File: src/rtl/exu_wb_arbiter_pkg.sv
// Shared writeback types: arbitration mode, the default-width beat layout, and a modulo-increment helper.
// Pure types and functions; no state, latency or flow control.
package exu_wb_arbiter_pkg;

    localparam int XLEN_DEF      = 32;
    localparam int INSTR_LEN_DEF = 32;
    localparam int RF_AW_DEF     = 5;

    typedef enum logic {
        ARB_FIXED = 1'b0,
        ARB_RR    = 1'b1
    } arb_mode_e;

    typedef struct packed {
        logic [XLEN_DEF-1:0]      data;
        logic [RF_AW_DEF-1:0]     rd_addr;
        logic [XLEN_DEF-1:0]      tag;
        logic [INSTR_LEN_DEF-1:0] instr;
    } wb_beat_t;

    function automatic int wrap_inc(input int idx, input int n);
        return (idx + 1 >= n) ? 0 : idx + 1;
    endfunction

endpackage

File: src/rtl/exu_wb_fifo.sv
// Single-clock FIFO of writeback beats; a pushed beat is visible at head_o after the pushing edge.
// full_o comes from registered pointers only, so a pop in the same cycle never opens space early.
module exu_wb_fifo
    import exu_wb_arbiter_pkg::*;
#(
    parameter int  DEPTH  = 2,
    parameter type beat_t = wb_beat_t
) (
    input  logic  clk,
    input  logic  rst,
    input  logic  push_i,
    input  beat_t push_beat_i,
    input  logic  pop_i,
    output logic  full_o,
    output logic  empty_o,
    output beat_t head_o
);

    localparam int AW = $clog2(DEPTH);

    // The extra MSB on each pointer separates the full and empty cases when the indices match.
    logic [AW:0] wr_ptr_q, wr_ptr_d;
    logic [AW:0] rd_ptr_q, rd_ptr_d;
    beat_t       mem_q [DEPTH];
    logic        do_push;
    logic        do_pop;

    assign full_o  = (wr_ptr_q[AW] != rd_ptr_q[AW]) && (wr_ptr_q[AW-1:0] == rd_ptr_q[AW-1:0]);
    assign empty_o = (wr_ptr_q == rd_ptr_q);
    assign head_o  = mem_q[rd_ptr_q[AW-1:0]];
    assign do_push = push_i && !full_o;
    assign do_pop  = pop_i && !empty_o;

    always_comb begin
        wr_ptr_d = wr_ptr_q;
        rd_ptr_d = rd_ptr_q;
        if (do_push) begin
            wr_ptr_d = wr_ptr_q + {{AW{1'b0}}, 1'b1};
        end
        if (do_pop) begin
            rd_ptr_d = rd_ptr_q + {{AW{1'b0}}, 1'b1};
        end
    end

    always_ff @(posedge clk or posedge rst) begin
        if (rst) begin
            wr_ptr_q <= '0;
            rd_ptr_q <= '0;
        end else begin
            wr_ptr_q <= wr_ptr_d;
            rd_ptr_q <= rd_ptr_d;
        end
    end

    always_ff @(posedge clk) begin
        if (do_push) begin
            mem_q[wr_ptr_q[AW-1:0]] <= push_beat_i;
        end
    end

endmodule

File: src/rtl/exu_wb_arbiter.sv
// Merges NUM_CH buffered producer channels into one registered register-file write; 2-cycle uncontended latency.
// Each channel backpressures through ch_ready = !ch_full; rd_addr==0 beats are accepted and dropped.
module exu_wb_arbiter
    import exu_wb_arbiter_pkg::*;
#(
    parameter int NUM_CH    = 4,
    parameter int DEPTH     = 2,
    parameter int ARB_MODE  = 1,
    parameter int XLEN      = 32,
    parameter int INSTR_LEN = 32,
    parameter int RF_AW     = 5
) (
    input  logic                        clk,
    input  logic                        rst,
    input  logic [NUM_CH-1:0]           ch_valid,
    output logic [NUM_CH-1:0]           ch_ready,
    input  logic [NUM_CH*XLEN-1:0]      ch_data,
    input  logic [NUM_CH*RF_AW-1:0]     ch_rd_addr,
    input  logic [NUM_CH*XLEN-1:0]      ch_tag,
    input  logic [NUM_CH*INSTR_LEN-1:0] ch_instr,
    output logic [XLEN-1:0]             wb_data,
    output logic [RF_AW-1:0]            wb_rd_addr,
    output logic                        wb_rd_wr_en,
    output logic [XLEN-1:0]             wb_tag,
    output logic [INSTR_LEN-1:0]        wb_instr,
    output logic [NUM_CH-1:0]           wb_grant,
    output logic [NUM_CH-1:0]           ch_full,
    output logic [15:0]                 conflict_cnt
);

    localparam int PW = $clog2(NUM_CH);

    typedef struct packed {
        logic [XLEN-1:0]      data;
        logic [RF_AW-1:0]     rd_addr;
        logic [XLEN-1:0]      tag;
        logic [INSTR_LEN-1:0] instr;
    } beat_t;

    logic [NUM_CH-1:0] fifo_full;
    logic [NUM_CH-1:0] fifo_empty;
    logic [NUM_CH-1:0] fifo_push;
    logic [NUM_CH-1:0] head_vld;
    beat_t             in_beat [NUM_CH];
    beat_t             head    [NUM_CH];

    logic              grant_vld;
    logic [PW-1:0]     grant_idx;
    logic [NUM_CH-1:0] grant_oh;

    logic [PW-1:0]     rr_ptr_q, rr_ptr_d;
    logic [15:0]       conflict_q, conflict_d;
    logic              wb_en_q, wb_en_d;
    logic [NUM_CH-1:0] wb_grant_q, wb_grant_d;
    beat_t             wb_beat_q, wb_beat_d;

    for (genvar g = 0; g < NUM_CH; g++) begin : g_ch
        assign in_beat[g] = '{
            data:    ch_data[g*XLEN +: XLEN],
            rd_addr: ch_rd_addr[g*RF_AW +: RF_AW],
            tag:     ch_tag[g*XLEN +: XLEN],
            instr:   ch_instr[g*INSTR_LEN +: INSTR_LEN]
        };
        assign ch_ready[g]  = !fifo_full[g];
        // x0 writes complete the handshake but are never stored.
        assign fifo_push[g] = ch_valid[g] && ch_ready[g] && (in_beat[g].rd_addr != '0);

        exu_wb_fifo #(
            .DEPTH  (DEPTH),
            .beat_t (beat_t)
        ) u_fifo (
            .clk         (clk),
            .rst         (rst),
            .push_i      (fifo_push[g]),
            .push_beat_i (in_beat[g]),
            .pop_i       (grant_oh[g]),
            .full_o      (fifo_full[g]),
            .empty_o     (fifo_empty[g]),
            .head_o      (head[g])
        );
    end

    assign head_vld = ~fifo_empty;
    assign ch_full  = fifo_full;

    always_comb begin
        grant_vld = 1'b0;
        grant_idx = '0;
        if (ARB_MODE == int'(ARB_FIXED)) begin
            for (int i = NUM_CH - 1; i >= 0; i--) begin
                if (head_vld[i]) begin
                    grant_vld = 1'b1;
                    grant_idx = PW'(i);
                end
            end
        end else begin
            for (int k = 0; k < NUM_CH; k++) begin
                if (!grant_vld && head_vld[(int'(rr_ptr_q) + k) % NUM_CH]) begin
                    grant_vld = 1'b1;
                    grant_idx = PW'((int'(rr_ptr_q) + k) % NUM_CH);
                end
            end
        end
    end

    always_comb begin
        grant_oh = '0;
        for (int i = 0; i < NUM_CH; i++) begin
            grant_oh[i] = grant_vld && (grant_idx == PW'(i));
        end
    end

    always_comb begin
        rr_ptr_d   = rr_ptr_q;
        conflict_d = conflict_q;
        wb_en_d    = grant_vld;
        wb_grant_d = grant_oh;
        wb_beat_d  = wb_beat_q;
        if (grant_vld) begin
            rr_ptr_d  = PW'(wrap_inc(int'(grant_idx), NUM_CH));
            wb_beat_d = head[grant_idx];
        end
        // Saturate rather than wrap so a long-running count never reads as small.
        if ($countones(head_vld) > 1 && conflict_q != 16'hFFFF) begin
            conflict_d = conflict_q + 16'd1;
        end
    end

    always_ff @(posedge clk or posedge rst) begin
        if (rst) begin
            rr_ptr_q   <= '0;
            conflict_q <= '0;
            wb_en_q    <= 1'b0;
            wb_grant_q <= '0;
            wb_beat_q  <= '0;
        end else begin
            rr_ptr_q   <= rr_ptr_d;
            conflict_q <= conflict_d;
            wb_en_q    <= wb_en_d;
            wb_grant_q <= wb_grant_d;
            wb_beat_q  <= wb_beat_d;
        end
    end

    assign wb_rd_wr_en  = wb_en_q;
    assign wb_grant     = wb_grant_q;
    assign wb_data      = wb_beat_q.data;
    assign wb_rd_addr   = wb_beat_q.rd_addr;
    assign wb_tag       = wb_beat_q.tag;
    assign wb_instr     = wb_beat_q.instr;
    assign conflict_cnt = conflict_q;

endmodule

File: config.mk
export PLATFORM = sky130hd
export DESIGN_NAME = exu_wb_arbiter
export DESIGN_NICKNAME = d
export VERILOG_FILES = /design/src/rtl/exu_wb_arbiter_pkg.sv /design/src/rtl/exu_wb_fifo.sv /design/src/rtl/exu_wb_arbiter.sv
export SDC_FILE = /design/constraint.sdc
export NUM_CORES = 1
export LEC_CHECK = 0
export CORE_UTILIZATION = 56
export CTS_BUF_LIST = sky130_fd_sc_hd__clkbuf_2 sky130_fd_sc_hd__clkbuf_4 sky130_fd_sc_hd__clkbuf_8
export DETAILED_ROUTE_END_ITERATION = 12
export PLACE_DENSITY = 0.83
export SLEW_MARGIN = 10
export SYNTH_ARGS = -nofsm -noshare
export SYNTH_HDL_FRONTEND = slang
export SYNTH_SLANG_ARGS = --single-unit
File: constraint.sdc
create_clock -name clk -period 8.4 [get_ports clk]
set_input_delay 1.26 -clock clk [delete_from_list [all_inputs] [get_ports clk]]
set_output_delay 1.26 -clock clk [all_outputs]
set_load 0.03 [all_outputs]
==> qor.txt, run 1 <==
post-CTS resize count = 0
clk_lat worst skew = 0.82 ns
Yosys reg bits = 948
DRT iter0 DRCs = 2235
Starting Density = 56.9%
fill cell count = 3838
routed wl met2 = 51200 um
global-route wire length before repair = 151000 um
vias in the first global route = 24.1k
NetSw = 0.00779 W
GP Congestion = 0.877
Area Overhead vs Synth = 25.9%
worst-margin pin slew = 1.28 ns
drt total wl = 104000 um
DR top layer = met5
clk buf depth = 3
die area = 66900 um^2
critical path's most frequent cell = xnor2_1
Main synth FF type = edfxtp_1
Seq pwr share = 38.3%
IO Pins = 540
WL met3 = 9720 um
clock buffer count from CTS = 153
most common cell after layout, fill and taps aside = edfxtp_1
initial antenna violation count = 43
Seq/Total Area, Yosys = 75.3%
via count = 22.8k
RSZ-0062 raised after global routing = false
Pleak = 15.9 nW
setup TNS = 0 ns
final instance area = 46400 um^2
maximum VDD drop = 0.000531 V
headroom to the max-slew limit = 14.9%
final hold viol count = 0
Worst EP arrival = 5.18 ns
final setup fails = 0
setup bufs post-CTS = 0
nets = 3144
status = complete, no violations
Worst path max stage delay = 1.20 ns
worst hold margin = 0.486 ns
GRT Residual Overflow = 0
Routed Antenna Nets = 0
clk_skew = 0.0520 ns
ys async rst share = 14.8%
Global Route Usage Sum = 31.2%
fin cells = 3755
layout cells sized above 1 = 21.3%
Clk pin slew, worst setup/hold paths = 0.06 ns
syn_nets = 2562
Clock Sinks = 948
die width = 259 um
Worst setup EP type = register
commonest non-fill, non-tap cells in the layout = 808 x edfxtp_1, 539 x clkdlybuf4s50_1, 203 x mux2_2, 184 x clkbuf_8, 136 x dfrtp_1
Core Util, Final = 71.6%
P_int = 0.0122 W
Clock Power Share = 20.7%
root buf cell = clkbuf_8
Crit path required time = 9.05 ns
Post-Synthesis Cells = 2149
Hold Path Class = register to register
Netlist cell types = 46
multi-input logic area = 8510 um^2
yosys warns = 0
Metal-1 WL = 38100 um
per-cell routed wire length = 27.7 um
crit-path cells = xnor2_1 -> and2_2 -> inv_2 -> a311o_2 -> and2_4 -> buf_4 -> ha_1 -> nand3_1 -> xnor2_1
Die H = 259 um
Syn Area/Cell = 17.2 um^2
CP Max Fanout = 67
Port Buffers = 539
number of remaining DRC errors = 0
max cap viols = 0
DP Wirelength = 63300 um
H-tree depth = 4
Core Area = 64800 um^2
EDFF count, synth = 808
Post-Syn Area = 36900 um^2
Highest Clock Rate = 0.221 GHz
switching part of the total = 38.9%
placed inst area = 43100 um^2
Worst setup SP type = register
CTS hold repair buffers = 0
Tcrit/Tclk final = 53.8%
Avg Vias per Cell = 6.08
Slowest-stage cell, CP = dfrtp_4
CTS tree = done
Logic pwr share = 41.0%
Final Max Tran Viols = 0
DRT Pass-1 Iters = 5
Row Count = 93
Pwr Density = 431 nW/um^2
register area = 27800 um^2
min Tclk post-route = 4.52 ns
WS Path Type = register to register
largest net degree at the start of global routing = 87
placed insts = 3431
[routing by layer]
layer / vias up / track usage [%]
met5: - / 0
met4: 14 / 18.1
met3: 295 / 7.06
met2: 1383 / 49.7
met1: 11442 / 39.5
li1: 9711 / -
[cell families after synthesis]
group / count (synthesis) / share of synthesized area (%)
AO/OA/AOI/OAI: 427 / 8.71
XOR/XNOR: 43 / 1.04
adder cells (fa/ha/maj): 3 / 0.122
buffers and inverters: 160 / 1.95
flip-flops: 948 / 75.3
multiplexers: 304 / 8.94
AND/OR/NAND/NOR: 264 / 3.96
[power groups by stage]
stage	combinational [W]	clock, W	sequential, W
global route	0.00863	0.00439	0.00779
finish	0.00821	0.00414	0.00768
global placement	0.00792	0	0.00765
CTS	0.00822	0.00419	0.00767
detailed placement	0.00815	0	0.00774
floorplan	0.00512	0	0.00804
[registers in the layout (all words and copies together) (netlist names)]
register and flops:
wb_grant 4, wb_data 32, wb_rd_addr 5, conflict_cnt 16
wb_rd_wr_en 1, g_ch.u_fifo.wr_ptr_q 8, wb_instr 32, g_ch.u_fifo.mem_q 808
g_ch.u_fifo.rd_ptr_q 8, rr_ptr_q 2, wb_tag 32
[worst max-delay path: cells and delay by family, from the launching register on]
family	cells	cell delay (ns)
flops	1	1.20
simple gates	3	1.04
buf+inv	2	0.99
compound gates	1	0.40
xor+xnor	2	0.37
fa+ha+maj	1	0.33
[through the flow]
step / setup slack (ns) / power (W)
CTS: 3.80 / 0.0201
finish: 3.88 / 0.0200
floorplan: 2.06 / 0.0132
detailed placement: 3.62 / 0.0159
global placement: 3.69 / 0.0156
global route: 3.62 / 0.0208
[Yosys cell counts (all sizes together) (5+ instances only)]
| cell type | number | share of area [%] |
|---|---|---|
| nand2 | 12 | 0.12 |
| inv | 18 | 0.18 |
| buf | 67 | 1.0 |
| nand4 | 7 | 0.12 |
| mux2 | 203 | 6.2 |
| o22ai | 101 | 1.7 |
| xor2 | 12 | 0.28 |
| nor2 | 15 | 0.15 |
| clkbuf | 75 | 0.76 |
| nor2b | 101 | 1.7 |
| mux2i | 101 | 2.7 |
| edfxtp | 808 | 66 |
| a211oi | 202 | 5.2 |
| xnor2 | 31 | 0.76 |
| o21ai | 104 | 1.4 |
| a21oi | 7 | 0.095 |
| and2 | 5 | 0.10 |
| nand3 | 109 | 1.5 |
| dfrtp | 140 | 9.5 |
[path summary, 6_finish.rpt]
path	slack, ns	start	to	depth (start not counted)
max	3.88	g_ch[3].u_fifo.rd_ptr_q[0]	g_ch[2].u_fifo.rd_ptr_q[1]	9
min	0.49	g_ch[3].u_fifo.wr_ptr_q[1]	g_ch[3].u_fifo.wr_ptr_q[1]	1
max reg2reg	3.88	g_ch[3].u_fifo.rd_ptr_q[0]	g_ch[2].u_fifo.rd_ptr_q[1]	9
min reg2reg	0.49	g_ch[3].u_fifo.wr_ptr_q[1]	g_ch[3].u_fifo.wr_ptr_q[1]	1
max in group asynchronous	5.72	rst	g_ch[2].u_fifo.rd_ptr_q[0]	3
min in group asynchronous	1.08	rst	wb_instr[6]	2
[final cells by class]
class                      instances  share of cell area, %
sequential                       948                   59.8
timing repair buffer             569                   12.1
tap                              855                   2.30
clock buffer                     250                   6.52
inverter                          18                  0.156
multi-input combinational       1041                   18.3
clock inverter                    35                  0.526
antenna                           39                  0.210
Note: power is estimated with default switching activity, not from simulation.
==> run 2, diff against run 1 <==
Settings changed: CORE_UTILIZATION 56 to 51, PLACE_DENSITY 0.83 to 0.8.
Clock period 8.4 ns to 3.7 ns, I/O delays scaled along.
==> qor.txt, run 2 (synthesized netlist as in run 1, its figures left out) <==
Avg Vias per Cell = 5.88 (-3.3%)
clk_lat worst skew = 0.81 ns (about the same)
max cap viols = 0 (unchanged)
RR Endpoint = wb_data[0]
Crit path required time = 4.37 ns (-4.68 ns)
drt total wl = 100000 um (-3.6%)
Worst R2R Start = g_ch[0].u_fifo.wr_ptr_q[0]
nets = 3158 (+0.45%)
layout cells sized above 1 = 21.2% (about the same)
GRT Residual Overflow = 0 (unchanged)
setup bufs post-CTS = 0 (unchanged)
Worst EP arrival = 4.02 ns (-1.16 ns)
Final Max Tran Viols = 0 (unchanged)
die area = 73400 um^2 (+9.7%)
Largest register FFs = 808 (unchanged)
R2R depth = 8 (-1)
FF-to-FF setup slack = 0.35 ns (-3.52 ns)
GP Congestion = 0.867 (-1.1%)
Highest Clock Rate = 0.299 GHz (+35%)
CP Max Fanout = 55 (-18%)
Worst setup SP type = register
Worst path top cell family by delay = buffers and inverters
headroom to the max-slew limit = 22.8% (+7.8 points)
Worst setup EP type = register
DRT Pass-1 Iters = 7 (+2)
IO Pins = 540 (unchanged)
final setup fails = 0 (unchanged)
vias in the first global route = 23.3k (-3.2%)
largest net degree at the start of global routing = 102 (+17%)
min Tclk post-route = 3.35 ns (-1.18 ns)
maximum VDD drop = 0.000922 V (+74%)
crit-path cells = xor2_1 -> o21ai_1 -> a311o_2 -> buf_4 -> buf_4 -> nand3_1 -> o21ai_1 -> a211oi_2
Row Count = 98 (+5.4%)
via count = 22.7k (-0.84%)
Core Util, Final = 65.1% (-6.5 points)
CP bufs+invs = 2 (unchanged)
Die H = 271 um (+4.8%)
Clk pin slew, worst setup/hold paths = 0.06 ns (about the same)
worst-margin pin slew = 1.16 ns (-0.117 ns)
placed insts = 3540 (+3.2%)
final hold viol count = 0 (unchanged)
clock buffer count from CTS = 153 (unchanged)
Port Buffers = 539 (unchanged)
fin cells = 3850 (+2.5%)
Area Overhead vs Synth = 26.2%
CTS tree = done
DRT iter0 DRCs = 2455 (+9.8%)
Global Route Usage Sum = 27.1% (-4.1 points)
root buf cell = clkbuf_8
initial antenna violation count = 30 (-30%)
clk_skew = 0.0459 ns (-0.00611 ns)
Core Area = 71500 um^2 (+10%)
DP Wirelength = 63800 um (+0.75%)
global-route wire length before repair = 146000 um (-3.4%)
Starting Density = 51.6% (-5.3 points)
status = complete, no violations
Clock Sinks = 948 (unchanged)
fill cell count = 4775 (+24%)
final worst slack = 0.352 ns (-3.52 ns)
Worst path max stage delay = 0.74 ns (-0.46 ns)
Hold Path Class = input pin to async pin
Pleak = 15.9 nW (about the same)
H-tree depth = 4 (unchanged)
CTS hold repair buffers = 0 (unchanged)
Slowest-stage cell, CP = buf_4
RSZ-0062 raised after global routing = false
post-CTS resize count = 0 (unchanged)
most common cell after layout, fill and taps aside = edfxtp_1
Tcrit/Tclk final = 90.5% (+37 points)
pre-CTS WS = 0.448 ns (-3.17 ns)
Pwr Density = 971 nW/um^2 (+130%)
die width = 271 um (+4.8%)
WS Path Type = register to register
total power = 0.0452 W (+130%)
commonest non-fill, non-tap cells in the layout = 808 x edfxtp_1, 539 x clkdlybuf4s50_1, 203 x mux2_2, 171 x clkbuf_8, 136 x dfrtp_1
Routed Antenna Nets = 0 (unchanged)
per-cell routed wire length = 26.1 um (-6.0%)
number of remaining DRC errors = 0 (unchanged)
clk buf depth = 3 (unchanged)
-- run 2: cell types whose count changed in the layout (fill, tap and decap cells not counted), sizes merged --
cell	delta
buf	+14
bufinv	-1
clkbuf	-17
clkinv	+6
clkinvlp	+2
diode	-10
inv	+6
-- run 2: cell type report --
cell class	count	area [um^2]	share of cell area, %
flip-flops and latches	948	27800	59.7
multi-input cells	1041	8510	18.3
repair buffers	583	5800	12.5
clock buffers	233	2820	6.06
well taps	950	1190	2.55
clock inverters	48	308	0.661
diodes	29	72.6	0.156
inverters	18	71.3	0.153
-- run 2: worst max-delay path by stage --
| stage | slack [ns] | end | cells after the start | startpoint |
|---|---|---|---|---|
| floorplan | -0.58 | g_ch[1].u_fifo.mem_q[1][0] | 5 | g_ch[1].u_fifo.rd_ptr_q[0] |
| global placement | 0.64 | wb_data[24] | 9 | g_ch[1].u_fifo.rd_ptr_q[0] |
| detailed placement | 0.45 | wb_data[0] | 9 | g_ch[1].u_fifo.rd_ptr_q[0] |
| CTS | 0.41 | wb_tag[0] | 7 | g_ch[1].u_fifo.rd_ptr_q[0] |
| global route | 0.23 | wb_data[2] | 9 | g_ch[1].u_fifo.rd_ptr_q[0] |
| finish | 0.35 | wb_data[0] | 8 | g_ch[0].u_fifo.wr_ptr_q[0] |
-- run 2: routing by layer --
| metal | GRT usage (%) | share of wire (%) |
|---|---|---|
| met2 | 43.8 | 50 |
| met1 | 34.7 | 38 |
| met4 | 13.5 | 3.5 |
| met5 | 0 | 0.053 |
| met3 | 5.69 | 8.4 |
-- run 2: power breakdown --
| group | switching (W) | internal [W] |
|---|---|---|
| Combinational | 0.0122 | 0.00697 |
| Clock | 0.00414 | 0.00492 |
| Sequential | 0.00125 | 0.0157 |
| Total | 0.0176 | 0.0276 |
-- run 2: per-stage QoR --
| step | TNS [ns] | cell area, um^2 | hold WS [ns] |
|---|---|---|---|
| after floorplan | -399.11 | 36900 | 0.462 |
| after CTS | 0 | 46500 | 0.0482 |
| after global placement | 0 | 43400 | 0.475 |
| final | 0 | 46600 | 0.127 |
| after detailed placement | 0 | 43400 | 0.485 |
| after global routing | 0 | 46600 | 0.0917 |
